**config.mk**
```make
export PLATFORM = sky130hd
export DESIGN_NAME = adam_periph_uart_rx
export DESIGN_NICKNAME = d
export VERILOG_FILES = /design/src/rtl/adam_periph_uart_rx.sv
export SDC_FILE = /design/constraint.sdc
export NUM_CORES = 1
export LEC_CHECK = 0
export BUFFER_PORTS_ARGS = -buffer_cell sky130_fd_sc_hd__clkbuf_2
export CORE_ASPECT_RATIO = 1.5
export CORE_MARGIN = 10
export CORE_UTILIZATION = 60
export CTS_CLUSTER_DIAMETER = 100
export DETAILED_ROUTE_END_ITERATION = 7
export GPL_TIMING_DRIVEN = 0
export PLACE_DENSITY = 0.82
export SKIP_CTS_REPAIR_TIMING = 1
export SLEW_MARGIN = 15
export SYNTH_ARGS = -nofsm -noshare
export SYNTH_HDL_FRONTEND = slang
export SYNTH_SLANG_ARGS = --single-unit
export TNS_END_PERCENT = 5
```
**constraint.sdc**
```tcl
create_clock -name clk -period 8.1 [get_ports clk]
set_input_delay 1.215 -clock clk [delete_from_list [all_inputs] [get_ports clk]]
set_output_delay 1.215 -clock clk [all_outputs]
set_load 0.05 [all_outputs]
```
**src/rtl/adam_periph_uart_rx.sv**
```systemverilog
// UART receive stage: oversampled rx line -> valid/ready word with parity/frame/overrun pulses.
// Build option ADAM_UART_RX_MAJORITY_EN: each bit is a 2-of-3 vote around its centre.
//   state  | meaning
//   IDLE   | line idle, waiting for a start edge (held here while paused)
//   START  | timing to start-bit centre, rejects glitches
//   DATA   | shifting in data bits, LSB first
//   PARITY | checking the parity bit
//   STOP   | sampling the first stop bit; frame completes on that sample
module adam_periph_uart_rx #(
    parameter int DATA_WIDTH = 32
) (
    input  logic                  clk,
    input  logic                  rst,
    input  logic                  pause_req,
    output logic                  pause_ack,
    input  logic                  parity_select,
    input  logic                  parity_control,
    input  logic [3:0]            data_length,
    input  logic [1:0]            stop_bits,
    input  logic [DATA_WIDTH-1:0] baud_rate,
    output logic [DATA_WIDTH-1:0] data,
    output logic                  data_valid,
    input  logic                  data_ready,
    output logic                  parity_error,
    output logic                  frame_error,
    output logic                  overrun_error,
    input  logic                  rx
);
    typedef enum logic [2:0] {IDLE, START, DATA, PARITY, STOP} state_t;
    state_t r_state, w_state_nx;

    logic                  r_rx_m, r_rx_s;
    logic [DATA_WIDTH-1:0] r_period, r_bit_cnt, w_period;
    logic [3:0]            r_len, r_idx;
    logic                  r_par_en, r_par_sel, r_perr;
    logic [15:0]           r_word;
    logic [DATA_WIDTH-1:0] r_data;
    logic                  r_pause_ack, r_valid, r_parity_error, r_frame_error, r_overrun;
    logic                  w_start, w_tick, w_sample, w_done, w_cnt_zero;
    logic                  w_unused;

    // Extra stop bits are idle level and IDLE absorbs them, so the field carries no information here.
    assign w_unused   = ^stop_bits;
    assign w_period   = (baud_rate < DATA_WIDTH'(4)) ? DATA_WIDTH'(4) : baud_rate;
    assign w_cnt_zero = (r_bit_cnt == '0);
    assign w_start    = (r_state == IDLE) && !r_rx_s && !r_pause_ack;
    assign w_done     = (r_state == STOP) && w_tick;

    always_ff @(posedge clk or negedge rst) begin
        if (!rst) begin
            r_rx_m <= 1'b1;
            r_rx_s <= 1'b1;
        end else begin
            r_rx_m <= rx;
            r_rx_s <= r_rx_m;
        end
    end

    always_ff @(posedge clk or negedge rst) begin
        if (!rst) begin
            r_period  <= DATA_WIDTH'(4);
            r_bit_cnt <= '0;
            r_len     <= '0;
            r_par_en  <= 1'b0;
            r_par_sel <= 1'b0;
        end else if (w_start) begin
            r_period  <= w_period;
            r_bit_cnt <= (w_period >> 1) - DATA_WIDTH'(1);
            r_len     <= data_length;
            r_par_en  <= parity_control;
            r_par_sel <= parity_select;
        end else if (r_state != IDLE) begin
            r_bit_cnt <= w_cnt_zero ? r_period - DATA_WIDTH'(1) : r_bit_cnt - DATA_WIDTH'(1);
        end
    end

`ifdef ADAM_UART_RX_MAJORITY_EN
    logic r_s1, r_s0, r_pend;

    // Votes on the samples at bit_cnt==1 and ==0 plus the current one, so the FSM acts a cycle late.
    always_ff @(posedge clk or negedge rst) begin
        if (!rst) begin
            r_s1   <= 1'b1;
            r_s0   <= 1'b1;
            r_pend <= 1'b0;
        end else begin
            if (r_bit_cnt == DATA_WIDTH'(1)) r_s1 <= r_rx_s;
            if (w_cnt_zero) r_s0 <= r_rx_s;
            r_pend <= (r_state != IDLE) && w_cnt_zero;
        end
    end

    assign w_tick   = r_pend;
    assign w_sample = (r_s1 & r_s0) | (r_s1 & r_rx_s) | (r_s0 & r_rx_s);
`else
    assign w_tick   = (r_state != IDLE) && w_cnt_zero;
    assign w_sample = r_rx_s;
`endif

    always_ff @(posedge clk or negedge rst) begin
        if (!rst) r_state <= IDLE;
        else      r_state <= w_state_nx;
    end

    always_comb begin
        w_state_nx = r_state;
        case (r_state)
            IDLE:   if (w_start) w_state_nx = START;
            START:  if (w_tick) begin
                        if (w_sample)          w_state_nx = IDLE;
                        else if (r_len != '0)  w_state_nx = DATA;
                        else if (r_par_en)     w_state_nx = PARITY;
                        else                   w_state_nx = STOP;
                    end
            DATA:   if (w_tick && (r_idx == r_len - 4'd1))
                        w_state_nx = r_par_en ? PARITY : STOP;
            PARITY: if (w_tick) w_state_nx = STOP;
            STOP:   if (w_tick) w_state_nx = IDLE;
            default:            w_state_nx = IDLE;
        endcase
    end

    always_ff @(posedge clk or negedge rst) begin
        if (!rst) begin
            r_word         <= '0;
            r_idx          <= '0;
            r_perr         <= 1'b0;
            r_data         <= '0;
            r_valid        <= 1'b0;
            r_parity_error <= 1'b0;
            r_frame_error  <= 1'b0;
            r_overrun      <= 1'b0;
        end else begin
            r_parity_error <= 1'b0;
            r_frame_error  <= 1'b0;
            r_overrun      <= 1'b0;
            if (w_start) begin
                r_word <= '0;
                r_idx  <= '0;
                r_perr <= 1'b0;
            end
            if (w_tick && (r_state == DATA)) begin
                r_word[r_idx] <= w_sample;
                r_idx         <= r_idx + 4'd1;
            end
            if (w_tick && (r_state == PARITY))
                r_perr <= (w_sample != (^r_word ^ r_par_sel));
            if (w_done) begin
                r_parity_error <= r_perr;
                r_frame_error  <= !w_sample;
                if (!r_valid || data_ready) begin
                    r_data  <= DATA_WIDTH'(r_word);
                    r_valid <= 1'b1;
                end else begin
                    r_overrun <= 1'b1;
                end
            end else if (r_valid && data_ready) begin
                r_valid <= 1'b0;
            end
        end
    end

    always_ff @(posedge clk or negedge rst) begin
        if (!rst)                               r_pause_ack <= 1'b0;
        else if (!pause_req)                    r_pause_ack <= 1'b0;
        else if ((r_state == IDLE) && !w_start) r_pause_ack <= 1'b1;
    end

    assign pause_ack     = r_pause_ack;
    assign data          = r_data;
    assign data_valid    = r_valid;
    assign parity_error  = r_parity_error;
    assign frame_error   = r_frame_error;
    assign overrun_error = r_overrun;
endmodule

```
==> reports/qor.csv <==
metric;value;unit
outcome;completed;
cap_violations;0;
drc;0;
gr-total-overflow;0;
finalHoldViolCount;0;
ir_drop;178.2;uV
period_needed;4.802;ns
die_x;105.8;um
final_common_cell;nand2_1;
tns;0;ns
antenna_left;0;
chipHeight;148.7;um
antenna_found_initial;0;
rows;46;
core_area;10710;um^2
viasPerCell;6.342;
clkTransAtPathRegs;0.06;ns
cts_tree;built;
clk_latency;0.42;ns
cts.path.max_buffers;2;
ys.flop_type;dfrtp_1;
cp.required;8.44;ns
dpl.hpwl;14840;um
cp-end-kind;register;
synth_edf_count;0;
grt_max_degree;88;
gp_congestion;0.9892;
synth_cells;722;
synth_warnings;0;
syn_area;6623;um^2
dr.first_iter.drc_count;546;
power-per-cell-area;290.5;nW/um^2
grt_pass1_vias;6361;
placedCellCount;945;
antenna_cells;0;
worst_slew_margin_rel;40.23;%
syn_to_final_growth;17.85;%
setup_violations;0;
setup.worst_path.start_class;input port;
clock-sinks;117;
finClkSkew;0.007926;ns
layout_common_cells;nand2_1, dfrtp_1, clkbuf_2, nor2_1, o21ai_0;
cts_buffers;17;
worstPathMaxFanout;8;
fin_cells;977;
avgRoutedWirePerCell;21.09;um
final_max_slew_viol_count;0;
worstPathArrival;5.14;ns
ys_ff_latch;117;
drt-total-wl;20600;um
dr.pass1.iters;6;
num_io_pins;82;
postLayoutCoreUtil;72.91;%
hp-class;register to register;
start_util;61.86;%
final_nets;871;
fmax;0.2082;GHz
synth_cell_type_count;69;
grt_first_pass_wirelength;32840;um
drive_gt1_share;20.17;%
io_buffer_count;63;
nFillCells;808;
power_leakage;3.661;nW
root_buffer;clkbuf_16;
htree_levels;4;
dieArea;15730;um^2
synthArstFlopShare;100.0;%
routed-via-count;6196;
synth-seq-area-share;44.27;%
min_period_over_period;59.29;%
grtUsageTotal;26.30;%
crit_type;input port to register;
worstMarginPinSlew;0.8884;ns
syn_area_per_cell;9.173;um^2
rsz0062_at_grt;false;
==> registers in the layout, indices dropped and copies added, names as in the netlist <==
signal,flops
overrun_error,1
r_rx_s,1
pause_ack,1
r_rx_m,1
r_period,32
r_bit_cnt,32
r_state,3
r_par_sel,1
r_len,4
parity_error,1
data_valid,1
r_perr,1
r_word,16
data,16
r_par_en,1
frame_error,1
r_idx,4
==> critical path: stages <==
cell and delay (ns):
clkbuf_2 0.10, nor4_1 0.60, nand4_1 0.26, o211a_1 0.29, a221oi_1 0.59, ha_1 0.31, o311a_1 0.22, nand4_1 0.46
or4_1 0.61, or3_1 0.32, a31oi_1 0.18
==> cell type report <==
cell class                 instances  area (um^2)  area share [%]
tap                              144        180.2           2.308
clock inverter                    13        151.4           1.940
sequential                       117         2932           37.56
buffer                            56        331.6           4.248
multi-input combinational        554         3378           43.28
clock buffer                      19        442.9           5.675
timing repair buffer              64        351.6           4.505
inverter                          10        37.54          0.4809
==> metal layers <==
metal / share of wire [%] / routed length (um) / global-route usage [%] / vias to the layer above
met4: 7.0 / 1447 / 18.68 / 0
met3: 8.9 / 1839 / 6.142 / 136
met2: 50 / 10320 / 45.19 / 422
met1: 34 / 6998 / 27.56 / 2923
met5: 0 / 0 / 0 / -
li1: - / - / - / 2715
==> cell families (layout without fill, tap and decap cells) <==
group	after synthesis	count (layout)	synth area share, %
fa+ha+maj	6	6	1.134
simple gates	314	314	22.84
compound gates	130	130	13.23
other cells	1	16	0.05662
flops	117	117	44.27
buf+inv	66	162	5.573
xor+xnor	40	40	5.290
mux	48	48	7.614
==> per-stage QoR <==
step / power, mW / cell area (um^2) / worst slack (ns) / hold slack [ns]
floorplan: 1.330 / 6679 / 4.092 / 0.3452
global placement: 1.458 / 7174 / 3.059 / 0.3458
detailed placement: 1.496 / 7211 / 3.013 / 0.3495
CTS: 2.250 / 7805 / 3.416 / 0.3579
global route: 2.369 / 7805 / 3.205 / 0.3633
finish: 2.268 / 7805 / 3.298 / 0.3566
==> synth_stat cells, types with 2 or more instances <==
| library cell | n | area (um^2) |
|---|---|---|
| a211oi_1 | 2 | 15.01 |
| a211o_1 | 10 | 87.58 |
| o211a_1 | 4 | 40.04 |
| mux2i_1 | 29 | 290.3 |
| nor4_1 | 20 | 125.1 |
| a41oi_1 | 3 | 26.28 |
| or3_1 | 3 | 18.77 |
| xnor2_1 | 28 | 245.2 |
| dfstp_2 | 3 | 78.83 |
| o31a_1 | 8 | 70.07 |
| nand4_1 | 16 | 100.1 |
| ha_1 | 6 | 75.07 |
| or2_2 | 6 | 37.54 |
| mux2_2 | 19 | 214.0 |
| buf_6 | 4 | 45.04 |
| nor3_1 | 18 | 90.09 |
| dfrtp_1 | 114 | 2853 |
| a31oi_1 | 10 | 62.56 |
| a31o_2 | 4 | 35.03 |
| buf_2 | 3 | 15.01 |
| nor3_4 | 2 | 32.53 |
| o22ai_1 | 2 | 12.51 |
| a21o_1 | 3 | 22.52 |
| o311a_1 | 2 | 20.02 |
| nor2_1 | 44 | 165.2 |
| nand3b_1 | 2 | 15.01 |
| xor2_1 | 12 | 105.1 |
| inv_1 | 10 | 37.54 |
| o31ai_1 | 6 | 45.04 |
| and2_1 | 4 | 25.02 |
| a21oi_1 | 22 | 110.1 |
| o21ai_0 | 40 | 200.2 |
| nor3b_1 | 2 | 15.01 |
| nand2_1 | 155 | 581.8 |
| clkbuf_1 | 28 | 105.1 |
| nand3_1 | 27 | 135.1 |
| buf_4 | 19 | 142.6 |
==> path summary, 6_finish.rpt <==
kind | slack (ns) | cells past startpoint | to | startpoint
max | 3.30 | 11 | r_bit_cnt[30]$_DFFE_PN0N_ | baud_rate[31]
min reg2reg | 0.36 | 0 | r_rx_s$_DFF_PN1_ | r_rx_m$_DFF_PN1_
min | 0.36 | 0 | r_rx_s$_DFF_PN1_ | r_rx_m$_DFF_PN1_
max in group asynchronous | 6.70 | 2 | r_period[2]$_DFFE_PN1P_ | rst
max reg2reg | 3.79 | 10 | r_bit_cnt[26]$_DFFE_PN0N_ | r_bit_cnt[26]$_DFFE_PN0N_
min in group asynchronous | 0.68 | 1 | r_period[8]$_DFFE_PN0P_ | rst
==> power by group <==
part,internal (mW),switching [mW],leakage (nW)
Clock,0.465,0.290,0.277
Sequential,0.761,0.143,1.46
Combinational,0.260,0.349,1.93
Total,1.49,0.782,3.66
No activity file was read; power rests on OpenSTA's default activity.
